### src/rtl/nrisc_pkg.sv
// Shared definitions for the nRISC fetch stage: widths, reset vector and fetch FSM states.
package nrisc_pkg;

  localparam int LARGURA_PC    = 8;
  localparam int LARGURA_INSTR = 8;
  localparam logic [LARGURA_PC-1:0] VETOR_RESET = 8'h00;

  typedef enum logic [1:0] {
    OCIOSO,
    BUSCA,
    ENTREGA,
    PARADO
  } estado_t;

endpackage

### src/rtl/contador_pc.sv
// Program counter register: synchronous reset, then load, then increment, otherwise hold.
module contador_pc #(
  parameter int                 LARGURA     = 8,
  parameter logic [LARGURA-1:0] VALOR_RESET = '0
) (
  input  logic               Clock,
  input  logic               Reset,
  input  logic               Carregar,
  input  logic               Incrementar,
  input  logic [LARGURA-1:0] Valor,
  output logic [LARGURA-1:0] Contagem
);

  // NOTE: sequential state is always assigned with <= so every register samples pre-edge values.
  always_ff @(posedge Clock) begin
    if (Reset) begin
      Contagem <= VALOR_RESET;
    end else if (Carregar) begin
      Contagem <= Valor;
    end else if (Incrementar) begin
      Contagem <= Contagem + LARGURA'(1);
    end
  end

endmodule

### src/rtl/busca_instrucao.sv
// Instruction fetch unit: requests one word per PC from instruction memory and hands it
// to the register-file stage, honouring halt, branch and downstream stall.
module busca_instrucao #(
  parameter int                    LARGURA_PC  = nrisc_pkg::LARGURA_PC,
  parameter logic [LARGURA_PC-1:0] VETOR_RESET = nrisc_pkg::VETOR_RESET
) (
  input  logic                               Clock,
  input  logic                               Reset,
  input  logic                               Halt,
  input  logic                               Desvio,
  input  logic [LARGURA_PC-1:0]              AlvoDesvio,
  input  logic                               Stall,
  input  logic                               MemPronto,
  input  logic [nrisc_pkg::LARGURA_INSTR-1:0] MemDado,
  output logic                               MemLer,
  output logic [LARGURA_PC-1:0]              MemEndereco,
  output logic [nrisc_pkg::LARGURA_INSTR-1:0] Instr,
  output logic                               InstrValida,
  output logic [LARGURA_PC-1:0]              PC,
  output logic                               Parado
);

  import nrisc_pkg::*;

  estado_t                  estado, proximo;
  logic                     haltPendente, haltAtivo;
  logic                     pcCarregar, pcIncrementar, instrCarregar;
  logic [LARGURA_INSTR-1:0] instrReg;

  // A halt seen during a fetch is remembered until the outstanding read completes.
  assign haltAtivo = Halt | haltPendente;

  always_ff @(posedge Clock) begin
    if (Reset) begin
      estado       <= OCIOSO;
      haltPendente <= 1'b0;
    end else begin
      estado       <= proximo;
      haltPendente <= (estado == BUSCA && proximo == BUSCA) ? haltAtivo : 1'b0;
    end
  end

  // NOTE: every signal driven here gets a default first, so no latch can be inferred.
  always_comb begin
    proximo = estado;
    unique case (estado)
      OCIOSO:  proximo = Halt ? PARADO : BUSCA;
      BUSCA: begin
        if (Desvio)         proximo = haltAtivo ? PARADO : BUSCA;
        else if (MemPronto) proximo = haltAtivo ? PARADO : ENTREGA;
      end
      ENTREGA: begin
        if (Halt)                 proximo = PARADO;
        else if (Desvio || !Stall) proximo = BUSCA;
      end
      PARADO:  proximo = PARADO;
    endcase
  end

  // A branch in BUSCA withdraws the request in the same cycle, so its data is never captured.
  always_comb begin
    MemLer        = (estado == BUSCA) && !Desvio;
    pcCarregar    = Desvio && (estado != PARADO);
    pcIncrementar = (estado == ENTREGA) && !Halt && !Stall;
    instrCarregar = (estado == BUSCA) && !Desvio && MemPronto && !haltAtivo;
    InstrValida   = (estado == ENTREGA);
    Parado        = (estado == PARADO);
  end

  always_ff @(posedge Clock) begin
    if (Reset) begin
      instrReg <= '0;
    end else if (instrCarregar) begin
      instrReg <= MemDado;
    end
  end

  contador_pc #(
    .LARGURA     (LARGURA_PC),
    .VALOR_RESET (VETOR_RESET)
  ) u_contador_pc (
    .Clock       (Clock),
    .Reset       (Reset),
    .Carregar    (pcCarregar),
    .Incrementar (pcIncrementar),
    .Valor       (AlvoDesvio),
    .Contagem    (PC)
  );

  assign MemEndereco = PC;
  assign Instr       = instrReg;

endmodule

### config.mk
export PLATFORM = sky130hd
export DESIGN_NAME = busca_instrucao
export DESIGN_NICKNAME = d
export VERILOG_FILES = /design/src/rtl/nrisc_pkg.sv /design/src/rtl/contador_pc.sv /design/src/rtl/busca_instrucao.sv
export SDC_FILE = /design/constraint.sdc
export NUM_CORES = 1
export LEC_CHECK = 0
export ABC_AREA = 1
export BUFFER_PORTS_ARGS = -buffer_cell sky130_fd_sc_hd__buf_2
export CAP_MARGIN = 15
export CORE_MARGIN = 1
export CORE_UTILIZATION = 41
export CTS_CLUSTER_SIZE = 40
export DETAILED_ROUTE_END_ITERATION = 16
export GPL_TIMING_DRIVEN = 0
export PLACE_DENSITY = 0.83
export SYNTH_ARGS = -nofsm -noshare
export SYNTH_HDL_FRONTEND = slang
export SYNTH_HIERARCHICAL = 1
export SYNTH_SLANG_ARGS = --single-unit
### constraint.sdc
create_clock -name Clock -period 1.6 [get_ports Clock]
set_input_delay 0.16 -clock Clock [delete_from_list [all_inputs] [get_ports Clock]]
set_output_delay 0.16 -clock Clock [all_outputs]
set_load 0.005 [all_outputs]
==> results of run 1 <==
worst max-delay path: stages (launching register included):
cell and delay (ns):
dfxtp_1 0.43, inv_1 0.11, nor4_4 0.33, nand4_1 0.16, nand2_1 0.08, nand2_1 0.04
o21ai_0 0.14, inv_1 0.05
per-stage QoR:
stage          instance area (µm²)  cells  worst slack (ns)   power, W
6_report                      1353    225            0.1516  0.0009634
2_1_floorplan                 1035    145           0.03085  0.0006470
3_5_place_dp                  1310    221           -0.1930  0.0007296
5_1_grt                       1353    225           0.01862   0.001027
4_1_cts                       1344    225           0.01203  0.0009699
3_3_place_gp                  1310    221           -0.1759  0.0007250
registers in the layout (all words and copies together), names as in the netlist:
name                    cells
estado                      2
haltPendente                1
Instr                       8
u_contador_pc/Contagem      8
how the worst max path moves through the flow:
stage	from	end	slack, ns	depth (start not counted)
after floorplan	estado[1]	u_contador_pc/Contagem[4]	0.03	7
after global placement	estado[1]	u_contador_pc/Contagem[4]	-0.18	7
after detailed placement	estado[1]	u_contador_pc/Contagem[4]	-0.19	7
after CTS	estado[1]	u_contador_pc/Contagem[4]	0.01	7
after global routing	estado[1]	u_contador_pc/Contagem[4]	0.02	7
final	estado[1]	u_contador_pc/Contagem[4]	0.15	7
what timing repair did:
action | in CTS | in global routing
endpoints found under the setup margin | 8 | 7
setup buffers | 0 | 0
resized for setup | 1 | 1
layout make-up:
class	count	share of cell area (%)
sequential	19	28.12
clock buffer	3	1.665
inverter	19	5.643
buffer	10	5.550
tap	28	2.590
multi-input combinational	97	38.30
clock inverter	1	0.3700
timing repair buffer	48	17.76
kinds of logic (layout without fill, tap and decap cells):
group | count (synthesis) | in the layout | share of synthesized area [%]
AO/OA/AOI/OAI | 27 | 27 | 15.11
XOR/XNOR | 1 | 1 | 0.8466
adder cells (fa/ha/maj) | 1 | 1 | 1.209
buffers and inverters | 29 | 81 | 14.63
flip-flops | 19 | 19 | 36.76
AND/OR/NAND/NOR | 68 | 68 | 31.44
routing by layer:
layer / vias to the layer above / wire length (µm)
li1: 565 / -
met1: 457 / 999
met2: 43 / 988
met3: 2 / 172
met4: 0 / 11
met5: - / 0
cells in the mapped netlist:
library cell	instances
nand2_1	37
dfxtp_1	19
inv_1	15
a21oi_1	13
nor2_1	9
buf_4	8
nand3_1	7
nor2_2	5
a22oi_1	4
o21ai_0	4
inv_2	3
nand2_2	2
nand3_2	2
nor4_1	2
o21ai_1	2
o21bai_1	2
a21oi_2	1
buf_6	1
clkbuf_1	1
clkinv_4	1
ha_1	1
nand3_4	1
nand4_1	1
nor2_4	1
o211ai_1	1
or2_1	1
xor2_1	1
power by group:
group | switching (W) | internal [W]
clock network | 0.000148 | 0.0000928
registers | 0.0000322 | 0.000496
logic | 0.0000960 | 0.0000987
total | 0.000276 | 0.000687
==> results.py, run 1 <==
metrics = {
    "status": {
        "status": "complete, no violations",
    },
    "global_route": {
        "use_met1_pct": 20.78,
        "use_met3_pct": 4.058,
        "grt_max_degree": 12,
        "grt_busiest_layer": "met2",
        "grt_usage_pct": 16.83,
        "grt_pass1_wl_um": 3408,
        "grt_overflow": 0,
        "grt_antenna_before_repair": 0,
        "grt_pass1_vias": 825,
        "gr-usage-met2_pct": 27.99,
    },
    "clock_network": {
        "clk_latency_ns": 0.29,
        "clk_path_buf_depth": 2,
        "cts_max_level": 1,
        "clk_pin_slew_ns": 0.11,
        "clock-sinks": 19,
        "cts_tree": "built",
        "clockRootBuffer": "clkbuf_4",
        "postCtsHoldBufs": 0,
        "cts_buffers": 3,
    },
    "drt": {
        "vias_per_cell": 4.742,
        "first_pass_iters": 4,
        "drt_iter0_drc": 15,
        "route.detailed.drc": 0,
        "wl_per_cell_um": 9.658,
        "ant_nets": 0,
        "drt_wl_total_um": 2173,
        "vias": 1067,
    },
    "sta": {
        "max_slew_margin_pct": 70.74,
        "period_share_pct": 90.52,
        "final.min_clock_period_ns": 1.448,
        "setup_viol": 0,
        "worst_pin_slew_ns": 0.4389,
        "finalHoldViolations": 0,
        "drv_slew": 0,
        "holdWs_ns": 0.09932,
        "rsz0062_at_grt": "no",
        "fin_skew_ns": 0.001763,
        "tns_ns": 0,
        "max_freq_mhz": 690.4,
    },
    "worst_setup_path": {
        "cp-end-kind": "register",
        "r2r_cells": 7,
        "crit_type": "reg2reg",
        "path_max_fanout": 4,
        "arrival_ns": 1.64,
        "reg2reg_slack_ns": 0.15,
        "r2r_start": "estado[1]",
        "start_kind": "register",
        "worstPathRequired_ns": 1.80,
        "reg2reg_to": "u_contador_pc/Contagem[4]",
    },
    "floorplanning": {
        "die_y_um": 52.24,
        "ios": 49,
        "start_util_pct": 45.04,
        "die_w_um": 52.24,
        "rows": 17,
        "core-area_um2": 2297,
        "dieArea_um2": 2729,
    },
    "synth": {
        "yosysTopAreaCellShare_pct": 36.76,
        "ys_types": 27,
        "synth_area_leaders": "dfxtp_1 37%, nand2_1 13%, a21oi_1 6.3%, buf_4 5.8%, inv_1 5.4%",
        "ys_seq_area_share_pct": 36.76,
        "syn_nets": 168,
        "synth_warnings": 6,
        "syn_inst": 145,
        "ys_ff_latch": 19,
        "yosysTopAreaCell": "dfxtp_1",
        "syn_area_um2": 1035,
        "avgSynthCellArea_um2": 7.136,
    },
    "layout": {
        "fill_cells": 242,
        "regArea_um2": 380.4,
        "insertedDiodeCount": 0,
        "drive_gt1_share_pct": 39.59,
        "multiInputGateArea_um2": 518.0,
        "final_cell_mix": "48 x buf_2, 37 x nand2_1, 19 x dfxtp_1",
        "layout_commonest_cell": "buf_2",
        "syn_to_final_growth_pct": 30.71,
        "fin_util_pct": 58.88,
        "fin_nets": 221,
    },
    "power": {
        "p_per_area_nw_per_um2": 712.3,
        "power_leakage_nw": 0.6815,
        "vdd_drop_max_mv": 0.3980,
    },
    "place": {
        "gp_congestion": 0.7919,
        "hpwl_um": 1710,
        "io_buffers": 48,
    },
    "hold_path": {
        "hold_class": "in2reg",
        "whs_path_depth": 3,
        "min_from": "MemDado[5]",
        "whs_endpoint": "Instr[5]",
    },
    "flow_run": {
        "cap_violations": 0,
    },
}
Power figures use the tool's default switching activity.
==> inputs of run 2 (changes only) <==
Settings changed: ABC_AREA 1 to default, ABC_CLOCK_PERIOD_IN_PS from default to 1600.
==> run 2 against run 1 <==
  * Sequential share of layout area is essentially flat
  * Largest cell class unchanged
  * Area after synthesis increased by 0.73%
  * Die area up 0.71%
  * The run now ends with setup timing left
  * Hold slack worse by 0.056 ns
  * Critical path depth is 2 lower
  * Count of clock-buffer cells in the layout did not move
  * Clock power is 2% higher
  * Register-to-register slack got worse by 0.41 ns
  * Synthesized cell count is 20% lower
  * Highest routed layer is now met3
==> results.py, run 2 <==
metrics = {
    "global_route": {
        "grt_usage_pct": 17.58,
        "grt_max_degree": 12,
        "grt_pass1_vias": 875,
        "grt_antenna_before_repair": 0,
        "grt_pass1_wl_um": 3636,
        "grt_overflow": 0,
    },
    "worst_setup_path": {
        "r2r_cells": 5,
        "path_buf_inv": 0,
        "path_max_fanout": 2,
        "reg2reg_slack_ns": -0.26,
        "crit_path_top_delay_cell": "or4_1",
        "crit_type": "reg2reg",
        "start_kind": "register",
        "arrival_ns": 2.08,
        "slowest_delay_ns": 0.47,
        "r2r_start": "estado[1]",
        "crit_chain": "or3b_4 > nor2_4 > or3b_1 > or4_1 > o211ai_1",
        "reg2reg_to": "u_contador_pc/Contagem[7]",
        "cp-end-kind": "register",
        "worstPathRequired_ns": 1.82,
        "path_delay_family": "simple AND/OR/NAND/NOR gates",
    },
    "synth": {
        "ys_ff_latch": 19,
        "syn_inst": 116,
        "ys_seq_area_share_pct": 36.49,
        "ys_types": 32,
        "syn_area_um2": 1042,
        "synthArstFlopShare_pct": 0,
        "synth_commonest_cells": "19 x dfxtp_1, 16 x nand2_1, 10 x mux2i_1, 9 x buf_4, 7 x nor2_1",
        "avgSynthCellArea_um2": 8.985,
        "yosysTopAreaCellShare_pct": 36.49,
        "synth_edf_count": 0,
        "ys.flop_type": "dfxtp_1",
        "synth_warnings": 6,
        "yosysTopAreaCell": "dfxtp_1",
        "syn_nets": 139,
        "synth_most_common_cell": "dfxtp_1",
        "synth_area_leaders": "dfxtp_1 36%, mux2i_1 9.6%, buf_4 6.5%, nand2_1 5.8%, xor2_1 3.4%",
    },
    "sta": {
        "final.min_clock_period_ns": 1.857,
        "rsz0062_at_grt": "yes",
        "max_slew_margin_pct": 77.82,
        "max_freq_mhz": 538.5,
        "worst_pin_slew_ns": 0.3286,
        "drv_slew": 0,
        "fin_skew_ns": 0.0008251,
        "finalHoldViolations": 0,
        "fin_ws_ns": -0.2571,
        "holdWs_ns": 0.04382,
        "period_share_pct": 116.1,
        "setup_viol": 5,
    },
    "drt": {
        "ant_nets": 0,
        "vias": 949,
        "first_pass_iters": 4,
        "drt_wl_total_um": 2214,
        "route.detailed.drc": 0,
        "drt_iter0_drc": 18,
        "wl_per_cell_um": 11.18,
        "vias_per_cell": 4.793,
    },
    "floorplanning": {
        "start_util_pct": 45.37,
        "core-area_um2": 2297,
        "ios": 49,
        "rows": 17,
        "dieArea_um2": 2748,
        "die_y_um": 52.42,
        "die_w_um": 52.42,
    },
    "clock_network": {
        "clk_pin_slew_ns": 0.11,
        "cts_tree": "built",
        "clk_path_buf_depth": 2,
        "clk_latency_ns": 0.29,
        "clockRootBuffer": "clkbuf_4",
        "clock-sinks": 19,
        "postCtsHoldBufs": 0,
        "cts_buffers": 3,
        "cts_max_level": 1,
    },
    "layout": {
        "syn_to_final_growth_pct": 32.17,
        "insertedDiodeCount": 0,
        "drive_gt1_share_pct": 43.53,
        "final_cell_mix": "48 x buf_2, 17 x dfxtp_1, 16 x nand2_1",
        "fill_cells": 219,
        "multiInputGateArea_um2": 554.3,
        "layout_commonest_cell": "buf_2",
        "regArea_um2": 387.9,
        "fin_nets": 194,
    },
    "place": {
        "hpwl_um": 1663,
        "dp_slack_ns": -0.3469,
        "gp_congestion": 0.7651,
        "io_buffers": 48,
    },
    "status": {
        "violations": "setup timing",
        "status": "finished with violations",
    },
    "flow_run": {
        "cap_violations": 0,
    },
    "power": {
        "power_leakage_nw": 0.6583,
        "p_per_area_nw_per_um2": 714.0,
        "p_total_w": 0.0009835,
        "vdd_drop_max_mv": 0.4404,
    },
    "hold_path": {
        "whs_endpoint": "haltPendente",
        "hold_class": "in2reg",
        "min_from": "MemPronto",
        "whs_path_depth": 2,
    },
}
==> run 2: changes by cell type in the layout (fill, tap and decap cells not counted), moves of 4 or more <==
cell / change
nand3_1: -4
nor2_2: -5
o21ai_0: -4
mux2i_1: +10
a21oi_1: -9
inv_1: -12
buf_4: +4
nor3b_1: +4
nand2_1: -21
a22oi_1: -4
==> run 2: repair_timing <==
action	CTS	global route
cloned	0	0
gates resized for setup	6	3
pin swaps	3	2
endpoints found under the setup margin	7	8
hold endpoints to repair	0	0
setup buffers	3	1
==> run 2: per-layer routing <==
metal  vias up  track usage (%)  part of all wire [%]
li1        504                -                     -
met1       408            20.28                    46
met2        37            32.70                    48
met3         0            2.609                   6.3
met4         0            5.263                     0
met5         -                0                     0
==> run 2: how the worst max path moves through the flow <==
stage / from / to / slack, ns / cells after the start
3_5_place_dp: estado[1] / u_contador_pc/Contagem[7] / -0.35 / 6
4_1_cts: estado[1] / u_contador_pc/Contagem[7] / -0.25 / 6
5_1_grt: estado[1] / u_contador_pc/Contagem[7] / -0.33 / 5
2_1_floorplan: estado[1] / u_contador_pc/Contagem[7] / -0.27 / 6
3_3_place_gp: estado[1] / u_contador_pc/Contagem[7] / -0.34 / 6
6_report: estado[1] / u_contador_pc/Contagem[7] / -0.26 / 5
==> run 2: layout make-up <==
class                      count  area share (%)
clock inverter                 1          0.3633
buffer                        12           7.175
sequential                    19           28.16
clock buffer                   3           1.635
tap                           28           2.543
timing repair buffer          51           19.07
multi-input combinational     81           40.24
inverter                       3          0.8174
==> run 2: report_power, final <==
group	internal (W)	total (W)	switching, W	leakage (nW)
registers	0.000497	0.000527	0.0000300	0.157
clock network	0.0000930	0.000245	0.000152	0.0177
logic	0.000121	0.000211	0.0000902	0.484
==> run 2: cells by family (layout without fill, tap and decap cells) <==
family                     count (synthesis)  after routing  share of synthesized area (%)
AOI/OAI and AO/OA                         15             15                          10.08
xor gates and xnor gates                   4              4                          3.361
adders and majority gates                  1              1                          1.200
buffers and inverters                     16             70                          11.28
DFF                                       19             19                          36.49
muxes                                     11             11                          10.68
and+or+nand+nor                           50             50                          26.89
==> run 2: through the flow <==
stage          util, %  TNS, ns  cells  area [µm²]
6_report         59.97  -0.5357    198        1378
5_1_grt          59.97   -1.016    198        1378
4_1_cts          60.13  -0.8141    199        1381
3_5_place_dp     57.41  -0.8792    192        1319
3_3_place_gp     57.41  -0.7414    192        1319
2_1_floorplan        -  -0.5229    116        1044
==> inputs of run 3 (changes only) <==
Settings changed: CELL_PAD_IN_SITES_DETAIL_PLACEMENT from default to 0, CELL_PAD_IN_SITES_GLOBAL_PLACEMENT from default to 1, CORE_UTILIZATION 41 to 29, PLACE_DENSITY 0.83 to 0.82.
==> run 3 against run 2 <==
  * The run still ends with setup timing left
  * Count of clock-buffer cells in the layout is 1 higher
  * Combinational power is essentially flat
  * Die area increased by 40%
  * Via count grew 3.8%
  * Global-route usage down 4.3 points
  * Largest power group unchanged
==> results.py, run 3 (synthesis gave the netlist of run 2 again) <==
metrics = {
    "floorplanning": {
        "rows": 21,
        "start_util_pct": 30.75,
        "core-area_um2": 3390,
        "ios": 49,
        "dieArea_um2": 3838,
        "die_y_um": 61.95,
        "die_w_um": 61.95,
    },
    "sta": {
        "rsz0062_at_grt": "yes",
        "setup_viol": 4,
        "period_share_pct": 116.4,
        "max_slew_margin_pct": 77.69,
        "finalHoldViolations": 0,
        "fin_skew_ns": 0.004723,
        "worst_pin_slew_ns": 0.3341,
        "drv_slew": 0,
        "max_freq_mhz": 536.8,
        "fin_ws_ns": -0.2627,
        "final.min_clock_period_ns": 1.863,
    },
    "clock_network": {
        "clk_pin_slew_ns": 0.11,
        "cts_max_level": 1,
        "clk_path_buf_depth": 2,
        "cts_tree": "built",
        "clock-sinks": 19,
        "clk_latency_ns": 0.29,
        "clockRootBuffer": "clkbuf_4",
        "cts_buffers": 3,
    },
    "flow_run": {
        "cap_violations": 0,
    },
    "layout": {
        "syn_to_final_growth_pct": 34.21,
        "final_cell_mix": "48 x buf_2, 17 x dfxtp_1, 16 x nand2_1",
        "fin_area_um2": 1399,
        "fin_util_pct": 41.27,
        "drive_gt1_share_pct": 43.53,
        "layout_commonest_cell": "buf_2",
        "insertedDiodeCount": 0,
        "fin_nets": 194,
    },
    "place": {
        "hpwl_um": 1771,
        "placed_area_um2": 1341,
        "dp_slack_ns": -0.3677,
        "gp_congestion": 0.7260,
        "io_buffers": 48,
    },
    "status": {
        "violations": "setup timing",
        "status": "finished with violations",
    },
    "drt": {
        "vias": 985,
        "drt_iter0_drc": 27,
        "first_pass_iters": 4,
        "wl_per_cell_um": 10.50,
        "route.detailed.drc": 0,
        "vias_per_cell": 4.560,
        "ant_nets": 0,
        "drt_wl_total_um": 2268,
    },
    "power": {
        "p_per_area_nw_per_um2": 700.0,
        "power.share.clock_pct": 24.6,
        "pwr-share-comb_pct": 21.5,
        "p_int_w": 0.0007146,
        "power_frac_seq_pct": 53.9,
        "vdd_drop_max_mv": 0.4149,
        "swShare_pct": 27.01,
        "power_leakage_nw": 0.6574,
        "switchingPower_w": 0.0002645,
    },
    "worst_setup_path": {
        "worstPathRequired_ns": 1.82,
        "arrival_ns": 2.09,
        "cp-end-kind": "register",
        "crit_type": "reg2reg",
        "path_max_fanout": 2,
        "start_kind": "register",
    },
    "global_route": {
        "grt_pass1_vias": 918,
        "grt_antenna_before_repair": 0,
        "grt_max_degree": 11,
        "grt_overflow": 0,
        "grt_usage_pct": 13.23,
        "grt_pass1_wl_um": 3732,
    },
    "hold_path": {
        "hold_class": "in2reg",
    },
}
## run 3: changes by cell type in the layout (fill, tap and decap cells not counted), sizes merged
cell,change
clkinv,-1
clkbuf,+1
## run 3: layer usage
metal	vias to the layer above	track usage, %	wire length [µm]
li1	509	-	-
met4	0	5.714	10
met1	436	15.49	1054
met3	2	3.727	155
met2	38	22.49	1049
met5	-	0	0
## run 3: repair_timing
item                                    4_1_cts  5_1_grt
resized for setup                             4        4
setup buffers                                 3        0
hold buffers                                  0        0
endpoints found under the setup margin        7        7
pin swaps                                     2        3
gates cloned                                  0        0
## run 3: layout make-up
type                       instances  area (µm²)
clock buffer                       4       26.28
fill                             352        1991
tap                               46       57.56
sequential                        19       387.9
multi-input combinational         81       556.8
inverter                           3       11.26
buffer                            12       96.34
timing repair buffer              51       262.8
## run 3: worst max-delay path: stages (launching register included)
cell and delay, ns:
dfxtp_4 0.36, or3b_4 0.39, nor2_4 0.11, or3b_4 0.37, or4_1 0.47, o211ai_1 0.09
## run 3: final timing paths
kind	start	slack [ns]	depth (start not counted)	endpoint
max reg2reg	estado[1]	-0.26	5	u_contador_pc/Contagem[7]
min	MemPronto	0.05	2	haltPendente
max	estado[1]	-0.26	5	u_contador_pc/Contagem[7]
min reg2reg	Instr[1]	0.46	2	Instr[1]
## run 3: stage by stage
step / total power (W) / instances / hold slack [ns] / setup TNS [ns]
global placement: 0.0007360 / 210 / 0.3548 / -0.8005
global route: 0.001054 / 216 / 0.03002 / -1.110
finish: 0.0009791 / 216 / 0.04726 / -0.5219
detailed placement: 0.0007404 / 210 / 0.3623 / -0.8866
floorplan: 0.0006514 / 116 / 0.2367 / -0.5229
CTS: 0.0009969 / 217 / 0.02741 / -0.9286
## run 3: power groups by stage
stage                     combinational, W  clock, W  sequential (W)
final                             0.000210  0.000241        0.000528
after global routing              0.000240  0.000280        0.000534
after CTS                         0.000211  0.000259        0.000527
after detailed placement          0.000197         0        0.000544
after global placement            0.000193         0        0.000543
after floorplan                   0.000113         0        0.000539
